[config.mk]
export PLATFORM = sky130hd
export DESIGN_NAME = elevator_ctrl_fsm_flat
export DESIGN_NICKNAME = d
export VERILOG_FILES = /design/src/rtl/elevator_ctrl_fsm_if.sv /design/src/rtl/elevator_ctrl_fsm.sv /design/src/flat_wrapper.sv
export SDC_FILE = /design/constraint.sdc
export NUM_CORES = 1
export LEC_CHECK = 0
export BUFFER_PORTS_ARGS = -buffer_cell sky130_fd_sc_hd__buf_4
export CORE_ASPECT_RATIO = 1.1
export CORE_UTILIZATION = 53
export CTS_CLUSTER_SIZE = 16
export DETAILED_ROUTE_END_ITERATION = 10
export MAX_ROUTING_LAYER = met4
export PLACE_DENSITY = 0.83
export SETUP_SLACK_MARGIN = 0.05
export SLEW_MARGIN = 10
export SYNTH_ARGS = -nofsm -noshare
export SYNTH_HDL_FRONTEND = slang
export SYNTH_SLANG_ARGS = --single-unit
[constraint.sdc]
create_clock -name clk -period 1.88 [get_ports clk]
set_input_delay 0.094 -clock clk [delete_from_list [all_inputs] [get_ports clk]]
set_output_delay 0.094 -clock clk [all_outputs]
set_load 0.01 [all_outputs]
[src/rtl/elevator_ctrl_fsm_if.sv]
`default_nettype none
// ============================================================================
// Module      : elevator_ctrl_fsm_if
// Description : Request-summary / car-status bundle for the elevator
//               car-motion controller.
//               ctrl_button_up/down/in [2:0] : [0] at current floor,
//                                              [1] above, [2] below
//               position [1:0]               : current floor (00 = 1st)
//               open                         : door open
//               dir_up                       : 1 = up, 0 = down
//               moving                       : car between floors
//               master = request side (drives buttons, watches the car)
//               slave  = controller side
// Revision    : 1.0 - initial release
// ============================================================================
interface elevator_ctrl_fsm_if;
    logic [2:0] ctrl_button_up;
    logic [2:0] ctrl_button_down;
    logic [2:0] ctrl_button_in;
    logic [1:0] position;
    logic       open;
    logic       dir_up;
    logic       moving;

    modport master (
        output ctrl_button_up, ctrl_button_down, ctrl_button_in,
        input  position, open, dir_up, moving
    );

    modport slave (
        input  ctrl_button_up, ctrl_button_down, ctrl_button_in,
        output position, open, dir_up, moving
    );
endinterface
`default_nettype wire

[src/rtl/elevator_ctrl_fsm.sv]
`default_nettype none
// ============================================================================
// Module      : elevator_ctrl_fsm
// Description : SCAN car-motion controller for a 4-floor elevator. Consumes
//               position-relative request summaries and drives the car
//               position, direction, moving flag and door-open signal.
//               clk   : system clock, rising edge
//               reset : synchronous, active-high
//               bus   : elevator_ctrl_fsm_if.slave (requests in, status out)
//               All outputs are registered.
// Revision    : 1.0 - initial release
// ============================================================================
module elevator_ctrl_fsm #(
    parameter int MOVE_CYCLES = 4,   // cycles to travel one floor (1..255)
    parameter int OPEN_CYCLES = 3    // cycles the door stays open (1..255)
) (
    input  wire                      clk,
    input  wire                      reset,
    elevator_ctrl_fsm_if.slave       bus
);

    localparam logic [1:0] c_st_idle   = 2'd0;
    localparam logic [1:0] c_st_move   = 2'd1;
    localparam logic [1:0] c_st_arrive = 2'd2;
    localparam logic [1:0] c_st_open   = 2'd3;

    localparam logic [1:0] c_top_floor = 2'd3;
    localparam logic [1:0] c_bot_floor = 2'd0;

    // Timers count down to zero, so the load value is one less than the
    // number of cycles the state must last.
    localparam logic [7:0] c_move_load = 8'(MOVE_CYCLES - 1);
    localparam logic [7:0] c_open_load = 8'(OPEN_CYCLES - 1);

    logic [1:0] r_state;
    logic [7:0] r_timer;
    logic [1:0] r_position;
    logic       r_open;
    logic       r_dir_up;
    logic       r_moving;

    logic w_here;
    logic w_above;
    logic w_below;
    logic w_ahead;
    logic w_behind;
    logic w_stop;

    assign w_here = bus.ctrl_button_up[0] | bus.ctrl_button_down[0] | bus.ctrl_button_in[0];

    // Requests pointing through a wall are inconsistent; masking them here
    // keeps every decision below from ever heading toward the wall.
    assign w_above = (bus.ctrl_button_up[1] | bus.ctrl_button_down[1] | bus.ctrl_button_in[1])
                     & (r_position != c_top_floor);
    assign w_below = (bus.ctrl_button_up[2] | bus.ctrl_button_down[2] | bus.ctrl_button_in[2])
                     & (r_position != c_bot_floor);

    assign w_ahead  = r_dir_up ? w_above : w_below;
    assign w_behind = r_dir_up ? w_below : w_above;

    // Stop for car calls, hall calls matching the travel direction, and any
    // hall call here when nothing lies further ahead (end of the sweep).
    assign w_stop = bus.ctrl_button_in[0]
                  | (r_dir_up ? bus.ctrl_button_up[0] : bus.ctrl_button_down[0])
                  | (w_here & ~w_ahead);

    always_ff @(posedge clk) begin
        if (reset) begin
            r_state    <= c_st_idle;
            r_timer    <= 8'd0;
            r_position <= 2'd0;
            r_open     <= 1'b0;
            r_dir_up   <= 1'b1;
            r_moving   <= 1'b0;
        end else begin
            case (r_state)
                c_st_idle: begin
                    if (w_here) begin
                        r_state <= c_st_open;
                        r_open  <= 1'b1;
                        r_timer <= c_open_load;
                    end else if (w_above & (r_dir_up | ~w_below)) begin
                        r_state  <= c_st_move;
                        r_moving <= 1'b1;
                        r_dir_up <= 1'b1;
                        r_timer  <= c_move_load;
                    end else if (w_below) begin
                        r_state  <= c_st_move;
                        r_moving <= 1'b1;
                        r_dir_up <= 1'b0;
                        r_timer  <= c_move_load;
                    end
                end

                c_st_move: begin
                    if (r_timer == 8'd0) begin
                        r_state  <= c_st_arrive;
                        r_moving <= 1'b0;
                        // Wall guard: a move is never started toward a wall,
                        // but the position update refuses to wrap regardless.
                        if (r_dir_up && (r_position != c_top_floor)) begin
                            r_position <= r_position + 2'd1;
                        end else if (!r_dir_up && (r_position != c_bot_floor)) begin
                            r_position <= r_position - 2'd1;
                        end
                    end else begin
                        r_timer <= r_timer - 8'd1;
                    end
                end

                c_st_arrive: begin
                    if (w_stop) begin
                        r_state <= c_st_open;
                        r_open  <= 1'b1;
                        r_timer <= c_open_load;
                    end else if (w_ahead) begin
                        r_state  <= c_st_move;
                        r_moving <= 1'b1;
                        r_timer  <= c_move_load;
                    end else if (w_behind) begin
                        r_state  <= c_st_move;
                        r_moving <= 1'b1;
                        r_dir_up <= ~r_dir_up;
                        r_timer  <= c_move_load;
                    end else begin
                        r_state <= c_st_idle;
                    end
                end

                c_st_open: begin
                    // Fixed dwell: new presses do not extend the door time.
                    if (r_timer == 8'd0) begin
                        r_state <= c_st_idle;
                        r_open  <= 1'b0;
                    end else begin
                        r_timer <= r_timer - 8'd1;
                    end
                end

                default: begin
                    r_state  <= c_st_idle;
                    r_open   <= 1'b0;
                    r_moving <= 1'b0;
                    r_timer  <= 8'd0;
                end
            endcase
        end
    end

    assign bus.position = r_position;
    assign bus.open     = r_open;
    assign bus.dir_up   = r_dir_up;
    assign bus.moving   = r_moving;

endmodule
`default_nettype wire

[src/flat_wrapper.sv]
// flat-port wrapper written by rule: the top's interface ports become plain ports
module elevator_ctrl_fsm_flat 
#(
    parameter int MOVE_CYCLES = 4,                                         
    parameter int OPEN_CYCLES = 3                                          
)
  (clk, reset, bus_ctrl_button_up, bus_ctrl_button_down, bus_ctrl_button_in, bus_position, bus_open, bus_dir_up, bus_moving);
  elevator_ctrl_fsm_if bus_i ();
  input  wire clk;
  input  wire reset;
  input wire logic [$bits(bus_i.ctrl_button_up)-1:0] bus_ctrl_button_up;
  input wire logic [$bits(bus_i.ctrl_button_down)-1:0] bus_ctrl_button_down;
  input wire logic [$bits(bus_i.ctrl_button_in)-1:0] bus_ctrl_button_in;
  output wire logic [$bits(bus_i.position)-1:0] bus_position;
  output wire logic [$bits(bus_i.open)-1:0] bus_open;
  output wire logic [$bits(bus_i.dir_up)-1:0] bus_dir_up;
  output wire logic [$bits(bus_i.moving)-1:0] bus_moving;
  assign bus_i.ctrl_button_up = bus_ctrl_button_up;
  assign bus_i.ctrl_button_down = bus_ctrl_button_down;
  assign bus_i.ctrl_button_in = bus_ctrl_button_in;
  assign bus_position = bus_i.position;
  assign bus_open = bus_i.open;
  assign bus_dir_up = bus_i.dir_up;
  assign bus_moving = bus_i.moving;
  elevator_ctrl_fsm #(.MOVE_CYCLES(MOVE_CYCLES), .OPEN_CYCLES(OPEN_CYCLES)) u_core (.clk(clk), .reset(reset), .bus(bus_i));
endmodule
# ---- Word-level counts from Yosys, hierarchy flattened
# Index checks and enable logic that the tools add are counted.
dict set report classes {
  add_sub_neg 3
  multipliers 0
  n_div 0
  order_cmp 0
  eq_ne 17
  shift 0
  n_mux 40
  bitwise_logic 16
  n_reduce_logical 17
}
# operator count
set ops {}
lappend ops {{8-bit 2-to-1 mux} 7}
lappend ops {{8-bit one-hot mux with 3 select lines} 1}
lappend ops {{1-bit 2-to-1 mux} 19}
lappend ops {{2-bit 2-to-1 mux} 9}
lappend ops {{6-bit AND reduction} 2}
lappend ops {{2-bit by 1-bit != test with 1-bit output (second input constant)} 5}
lappend ops {{2-bit != test (second input constant)} 5}
lappend ops {{1-bit OR} 9}
lappend ops {{3-bit AND reduction} 3}
lappend ops {{8-bit zero test} 1}
lappend ops {{4-bit by 1-bit != test with 1-bit output (second input constant)} 2}
lappend ops {{2-bit one-hot mux with 4 select lines} 1}
lappend ops {{8-bit by 1-bit subtractor with 8-bit output (second input constant)} 1}
lappend ops {{3-bit by 1-bit != test with 1-bit output (second input constant)} 2}
lappend ops {{1-bit one-hot mux with 3 select lines} 2}
lappend ops {{2-bit nonzero test} 3}
lappend ops {{3-bit nonzero test} 2}
lappend ops {{1-bit AND} 4}
lappend ops {{2-bit == test (second input constant)} 2}
lappend ops {{4-bit AND reduction} 1}
lappend ops {{1-bit NOT} 3}
lappend ops {{2-bit by 1-bit adder with 2-bit output (second input constant)} 1}
lappend ops {{2-bit by 1-bit == test with 1-bit output (second input constant)} 1}
lappend ops {{1-bit logical AND} 2}
lappend ops {{5 further kinds} 5}
dict set report totals {
  register_bits 15
  latchBits 0
  mem_bits_rw 0
  romBits 0
  inputBits 11
  elab_cells 99
  memories 0
}

# ---- Depth between registers and ports, before layout
# Gate-level depths: netlist of run 1.
dict set report logic_depth {
  ltp_word 9
  depth_mapped 6
  mapped_depth_nobuf 6
}

# ---- Worst setup path before layout of run 1
# Ideal clock, no wire load.
dict set report synth_timing {
  path_type {register to register}
  start {reg u_core.r_timer[0]}
  end {reg u_core.r_position[0] (netlist: u_core.bus.position[0])}
  setup_ps 132
  arrival_ps 1571
  required_time_ps 1748
  slack_ps 178
  stages_incl_launch_ff 7
  path_buffers 0
  period_less_slack_ps 1702
  cell_sequence {dfxtp_1 > inv_1 > ha_1 > or3b_2 > nor4_4 > mux2i_1 > a21oi_1}
}
dict set report synth_via {
  elab_chain_len 2
}
# item line
set synth_rtl {}
lappend synth_rtl {{start: declaration} elevator_ctrl_fsm.sv:36} ;# logic [7:0] r_timer;
lappend synth_rtl {{start signal: assignment} elevator_ctrl_fsm.sv:81} ;# r_timer <= c_open_load;
lappend synth_rtl {{start signal: assignment} elevator_ctrl_fsm.sv:86} ;# r_timer <= c_move_load;
lappend synth_rtl {{start signal: assignment} elevator_ctrl_fsm.sv:91} ;# r_timer <= c_move_load;
lappend synth_rtl {{8-bit zero test} elevator_ctrl_fsm.sv:96} ;# if (r_timer == 8'd0) begin
lappend synth_rtl {{3-bit AND reduction (no line)} n/a}
lappend synth_rtl {{end signal: assignment} elevator_ctrl_fsm.sv:102} ;# r_position <= r_position + 2'd1;
lappend synth_rtl {{end signal: assignment} elevator_ctrl_fsm.sv:104} ;# r_position <= r_position - 2'd1;
lappend synth_rtl {{end: declaration} elevator_ctrl_fsm.sv:37} ;# logic [1:0] r_position;
# Every way passes these cells.
# A chain may end at the register's enable or synchronous reset.

# ---- Worst setup path in the final report of run 1
dict set report layout_timing {
  start {reg u_core.r_timer[1]}
  end {reg u_core.r_timer[4]}
}
dict set report layout_via {
  elab_chain_len 3
  word_cells_on_any_way 6
  classes_between {1 x add/sub; 1 x eq/ne; 2 x mux; 2 x reduce/logical}
}
# item
set layout_rtl {}
lappend layout_rtl {{8-bit by 1-bit subtractor with 8-bit output or 8-bit zero test (tied branches)}}
lappend layout_rtl {{8-bit 2-to-1 mux or 2-bit != test (tied branches)}}
lappend layout_rtl {{8-bit one-hot mux with 3 select lines or 3-bit AND reduction (tied branches)}}
# Several ways; a longest one is shown, not always the timed one. The select of a mux whose other input is x is not followed.

==> run summary, run 1 <==
Cells on worst reg2reg path = 7
Ant diodes = 0
TritonCTS Buffers = 3
Post-synth top flop = dfxtp_1
Syn Std Cell Area = 922.1 um2
Critical path class = flop to flop
Hold_ws = 0.09334 ns
Synth cell types = 46
Die height = 45.75 um
Leakage = 0.4793 nW
# setup viols final = 0
Count leader, synth = dfxtp_1
Sw frac = 40.67%
Sequential Power Share = 33.2%
Layout Nets = 148
CTS tree = done
DR pass1 iterations = 6
Final hold vios = 0
Status = finished clean
Setup slack after layout = 0.1611 ns
Post-route DRC = 0
Clock network fraction of total power = 14.2%
Tmin final = 1.719 ns
Ranking of synthesized cells by area = dfxtp_1, a21oi_1, o21ai_1
CP required = 2.07 ns
Int Pwr = 0.8190 mW
# H-tree levels = 1
Reg2reg end = u_core.r_timer[4]
Net switching power figure = 0.5614 mW
Global-route wire length before repair = 3829 um
Critical Path AT = 1.91 ns
Die Wd = 41.77 um
DP Worst Slack = 0.02294 ns
Initial core utilization = 57.80%
Final Util = 72.31%
Clock latency on the worst-skew pair = 0.30 ns
Setup crit end kind = flop
Setup crit start kind = flop
Power Density = 1197 nW/um2
Vias in the first global route = 856
EDFF count, synth = 0
Vias/cell = 6.152
Initial DRC count = 29
P&R area growth vs syn = 25.10%
Share of cells above drive strength 1 = 28.36%
Hold path cells = 2
WL/cell = 14.99 um
Max incr delay on CP = 0.41 ns
Final Skew = 0.008108 ns
Yosys warnings = 0
Rows = 15
Max-cap violations = 0
Max Root-Sink Buffers = 2
Placed inst area = 1102 um2
FMAX = 581.8 MHz
Clock Root Buffer = clkbuf_4
Worst slew pin tran = 0.5866 ns
Finished Cell Area = 1154 um2
Critical path fanouts, max = 4
Post-synth net total = 121
Crit path cell chain = inv_2, ha_1, or3b_4, buf_4, o211ai_1, xor2_1, o21ai_1
Final slew viol count = 0
Mapped Cells = 108
Hold WC Path Type = input pin to flop
Total grt overflow = 0
Post-synthesis cell type with the largest combined area = dfxtp_1
Hold Path Sink = u_core.r_timer[2]
Peak VDD IR = 0.9267 mV
IO buf count = 15
Dpl cells = 145
Antenna violations before repair = 0
Routed WL = 2264 um
Gate power share = 52.6%
Hold path start = reset
Largest net degree at the start of global routing = 18
FF-to-FF Start = u_core.r_timer[1]
Slew margin rel. = 60.78%
Setup_tns = 0 ns
Crit-path slowest cell = or3b_4
Top cells by count, synth = dfxtp_1, a21oi_1, o21ai_1, nor3_1, inv_1
Average cell area after synthesis = 8.538 um2
Async S/R FF share, synth = 0%
GRT Total Usage = 27.77%
Seq cells post-synth = 15
Core Area = 1595 um2
Die ar. = 1911 um2
Sequential area share after synthesis = 32.56%
Clk slew on worst S/H paths = 0.10 ns
Unrepaired setup endpoints after global routing = false
Total Power = 1.380 mW
R2R Setup Slk = 0.16 ns
Clock sink total = 15
Gp weighted congestion = 0.8215
Number of fill cells = 127
Remaining antenna violation count after routing = 0
I/O pin count = 16
CTS Hold Bufs = 0
Fin crit share = 91.43%
DP HPWL = 1629 um
Post-synth top area share = 32.56%
Via Count = 929
Layout Cells excl Fill = 151
[cell families after synthesis]
kind of cell,after synthesis,synth area share (%)
simple gates,37,28.09
mux,1,1.086
fa+ha+maj,2,2.713
compound gates,39,27.14
flops,15,32.56
xor+xnor,3,2.850
buf+inv,11,5.563
[flip-flops by register name, indices dropped and copies added, names as in the netlist]
name,flops
u_core.r_state,2
u_core.bus.dir_up,1
u_core.bus.open,1
u_core.bus.moving,1
u_core.bus.position,2
u_core.r_timer,8
[power by group through the flow]
stage	Sequential, mW	Clock (mW)	Combinational, mW
after global routing	0.470	0.212	0.796
after global placement	0.458	0	0.660
final	0.459	0.196	0.726
after floorplan	0.462	0	0.458
after detailed placement	0.461	0	0.680
after CTS	0.456	0.197	0.713
[worst max-delay path, delay by kind of cell (launching register included)]
| kind | cells | cell delay (ns) |
|---|---|---|
| AO/OA/AOI/OAI | 2 | 0.28 |
| adder cells (fa/ha/maj) | 1 | 0.16 |
| buffers and inverters | 2 | 0.24 |
| flip-flops | 1 | 0.36 |
| AND/OR/NAND/NOR | 1 | 0.41 |
| XOR/XNOR | 1 | 0.17 |
[how the worst max path moves through the flow]
stage / to / start / slack [ns]
floorplan: u_core.bus.position[0] / u_core.r_timer[0] / 0.18
finish: u_core.r_timer[4] / u_core.r_timer[1] / 0.16
detailed placement: u_core.bus.position[0] / u_core.r_timer[0] / 0.02
CTS: u_core.bus.position[1] / u_core.r_timer[0] / 0.05
global route: u_core.r_timer[4] / u_core.r_timer[0] / 0.06
global placement: u_core.bus.position[0] / u_core.r_timer[0] / 0.13
[cell type report]
type / instances / area [um2] / share of cell area [%]
clock buffer: 3 / 22.52 / 1.952
clock inverter: 1 / 5.005 / 0.4338
inverter: 6 / 22.52 / 1.952
multi-input combinational: 82 / 579.3 / 50.22
sequential: 15 / 300.3 / 26.03
tap: 17 / 21.27 / 1.844
timing repair buffer: 27 / 202.7 / 17.57
[cell usage in the layout, fill, tap and decap left out, types with 2 or more instances in the layout]
| cell | count |
|---|---|
| a21oi_1 | 13 |
| buf_4 | 27 |
| clkbuf_4 | 3 |
| dfxtp_1 | 15 |
| ha_1 | 2 |
| inv_1 | 4 |
| inv_2 | 2 |
| nand2_1 | 2 |
| nand2b_1 | 2 |
| nand3_1 | 2 |
| nand3b_1 | 2 |
| nor2_1 | 2 |
| nor2b_1 | 3 |
| nor3_1 | 7 |
| nor3b_1 | 2 |
| nor4_1 | 2 |
| o211a_1 | 3 |
| o21ai_1 | 9 |
| or4_1 | 3 |
| xnor2_1 | 2 |
[per-layer routing]
| layer | GRT usage [%] | part of all wire [%] |
|---|---|---|
| met3 | 4.762 | 4.5 |
| met4 | 11.61 | 1.2 |
| met1 | 30.41 | 42 |
| met2 | 50.31 | 52 |
| met5 | - | 0 |
[repair_timing]
action,CTS,global route
resized for setup,3,1
pin swaps,1,1
buffers inserted,2,0
setup endpoints to repair,1,3
endpoints found under the hold margin,0,0
Note: power is estimated with default switching activity, not from simulation.
==> run 2, diff against run 1 <==
--- a/config.mk
+++ b/config.mk
@@ -5,11 +5,13 @@
 export SDC_FILE = /design/constraint.sdc
 export NUM_CORES = 1
 export LEC_CHECK = 0
+export ABC_AREA = 0
 export BUFFER_PORTS_ARGS = -buffer_cell sky130_fd_sc_hd__buf_4
 export CORE_ASPECT_RATIO = 1.1
 export CORE_UTILIZATION = 53
 export CTS_CLUSTER_SIZE = 16
 export DETAILED_ROUTE_END_ITERATION = 10
+export HOLD_SLACK_MARGIN = 0.1
 export MAX_ROUTING_LAYER = met4
 export PLACE_DENSITY = 0.83
 export SETUP_SLACK_MARGIN = 0.05
==> run summary, run 2 (synthesis gave the netlist of run 1 again) <==
Status = finished clean
Clock sink total = 15 (unchanged)
Largest net degree at the start of global routing = 18 (unchanged)
# setup viols final = 0 (unchanged)
Unrepaired setup endpoints after global routing = false
Setup crit start kind = flop
Crit path cell chain = inv_2, ha_1, or3b_4, buf_4, o211ai_1, xor2_1, o21ai_1
CTS tree = done
CP required = 2.07 ns (about the same)
Fin crit share = 91.52% (about the same)
Net switching power figure = 0.5608 mW (about the same)
Routed WL = 2319 um (+2.4%)
Critical Path AT = 1.91 ns (about the same)
Global-route wire length before repair = 3884 um (+1.4%)
Finished Cell Area = 1164 um2 (+0.87%)
Gate power share = 52.6% (about the same)
Tmin final = 1.721 ns (+0.001697 ns)
Remaining antenna violation count after routing = 0 (unchanged)
Max-cap violations = 0 (unchanged)
DP HPWL = 1629 um (unchanged)
Clk slew on worst S/H paths = 0.10 ns (about the same)
Initial DRC count = 42 (+45%)
Post-route DRC = 0 (unchanged)
Peak VDD IR = 0.9242 mV (-0.27%)
TritonCTS Buffers = 3 (unchanged)
Largest register by flop count = u_core.r_timer
P&R area growth vs syn = 26.19%
I/O pin count = 16 (unchanged)
Final Skew = 0.007610 ns (-0.0004982 ns)
Sequential Power Share = 33.3% (about the same)
Most common cell after layout, fill and taps aside = buf_4
Most frequent cells in the layout = buf_4, dfxtp_1, a21oi_1
Number of fill cells = 124 (-2.4%)
Critical path fanouts, max = 4 (unchanged)
Layout Nets = 149 (+0.68%)
Dpl cells = 145 (unchanged)
Via Count = 937 (+0.86%)
Routed wire length on met3 = 85 um (-17%)
Max Root-Sink Buffers = 2 (unchanged)
IO buf count = 15 (unchanged)
Total Power = 1.381 mW (about the same)
Setup_tns = 0 ns (unchanged)
Vias in the first global route = 874 (+2.1%)
Die Wd = 41.77 um (unchanged)
Reg2reg end = u_core.r_timer[4]
Hold WC Path Type = input pin to flop
FF-to-FF Start = u_core.r_timer[1]
Ant diodes = 0 (unchanged)
Sw frac = 40.60% (-0.068 points)
Rows = 15 (unchanged)
Final slew viol count = 0 (unchanged)
Hold Path Sink = u_core.bus.dir_up
Max incr delay on CP = 0.41 ns (about the same)
Placed inst area = 1102 um2 (unchanged)
Hold path cells = 4 (+2)
Initial core utilization = 57.80% (unchanged)
Slew margin rel. = 60.35% (-0.43 points)
Crit-path slowest cell = or3b_4
FMAX = 581.2 MHz (about the same)
Cells on worst reg2reg path = 7 (unchanged)
# H-tree levels = 1 (unchanged)
WL/cell = 15.26 um (+1.8%)
Layout Cells excl Fill = 152 (+0.66%)
Flip-flop and latch area = 300.3 um2 (unchanged)
Core Area = 1595 um2 (unchanged)
R2R Setup Slk = 0.16 ns (about the same)
Int Pwr = 0.8205 mW (+0.18%)
Die ar. = 1911 um2 (unchanged)
DR pass1 iterations = 4 (-2)
Worst slew pin tran = 0.5930 ns (+0.006412 ns)
Leakage = 0.4835 nW (+0.87%)
Clock Root Buffer = clkbuf_4
Die height = 45.75 um (unchanged)
Share of cells above drive strength 1 = 28.15% (-0.21 points)
Gp weighted congestion = 0.8215 (unchanged)
GRT Total Usage = 28.30% (+0.53 points)
Met1 wire length = 993 um (+3.9%)
Clock network fraction of total power = 14.1% (about the same)
Setup crit end kind = flop
Vias/cell = 6.164 (+0.20%)
Met2 wire len = 1209 um (+2.7%)
Critical path class = flop to flop
Multi-input combinational cell area = 579.3 um2 (unchanged)
Max reg flops = 8 (unchanged)
Final hold vios = 0 (unchanged)
Hold path start = bus_ctrl_button_in[2]
Clock latency on the worst-skew pair = 0.30 ns (about the same)
Antenna violations before repair = 0 (unchanged)
Total grt overflow = 0 (unchanged)
Power Density = 1187 nW/um2 (-0.79%)
Top Layer Used = met4
run 2: changes by cell type in the layout (fill, tap and decap cells not counted):
| cell | change |
|---|---|
| dlygate4sd3_1 | +1 |
run 2: routing by layer:
metal	GRT usage, %	vias up
met5	-	-
met4	11.61	0
met3	5.159	5
met2	51.88	31
met1	30.41	433
li1	-	468
run 2: area by class of cell:
cell class / instances / area share, %
clock buffers: 3 / 1.935
clock inverters: 1 / 0.4301
inverters: 6 / 1.935
multi-input cells: 82 / 49.78
flip-flops and latches: 15 / 25.81
well taps: 17 / 1.828
repair buffers: 28 / 18.28
run 2: worst max-delay path by stage:
stage,startpoint,depth (start not counted),end
3_5_place_dp,u_core.r_timer[0],6,u_core.bus.position[0]
5_1_grt,u_core.r_timer[0],7,u_core.r_timer[4]
3_3_place_gp,u_core.r_timer[0],6,u_core.bus.position[0]
6_report,u_core.r_timer[1],7,u_core.r_timer[4]
2_1_floorplan,u_core.r_timer[0],6,u_core.bus.position[0]
4_1_cts,u_core.r_timer[0],7,u_core.bus.position[1]
run 2: through the flow:
| stage | setup slack [ns] | hold slack (ns) | util [%] |
|---|---|---|---|
| 5_1_grt | 0.05955 | 0.3097 | 72.94 |
| 3_3_place_gp | 0.1262 | 0.3892 | 69.10 |
| 2_1_floorplan | 0.1778 | 0.1837 | - |
| 4_1_cts | 0.05382 | 0.2707 | 72.55 |
| 6_report | 0.1594 | 0.2774 | 72.94 |
| 3_5_place_dp | 0.02294 | 0.3974 | 69.10 |
run 2: repair_timing:
action                                 4_1_cts  5_1_grt
resized for setup                            3        1
setup buffers                                2        0
setup endpoints to repair                    1        3
hold buffers                                 1        0
endpoints found under the hold margin        6        0
pin swaps                                    1        1
run 2: critical path: cells and delay by family, from the launching register on:
kind | cells | cell delay (ns)
xor gates and xnor gates | 1 | 0.17
buffers and inverters | 2 | 0.24
and+or+nand+nor | 1 | 0.41
AOI/OAI and AO/OA | 2 | 0.28
adders and majority gates | 1 | 0.17
DFF | 1 | 0.36
run 2: power groups by stage:
stage | registers [mW] | logic (mW) | clock network, mW
5_1_grt | 0.470 | 0.798 | 0.212
3_5_place_dp | 0.461 | 0.680 | 0
3_3_place_gp | 0.458 | 0.660 | 0
4_1_cts | 0.456 | 0.714 | 0.197
6_report | 0.460 | 0.727 | 0.195
2_1_floorplan | 0.462 | 0.458 | 0
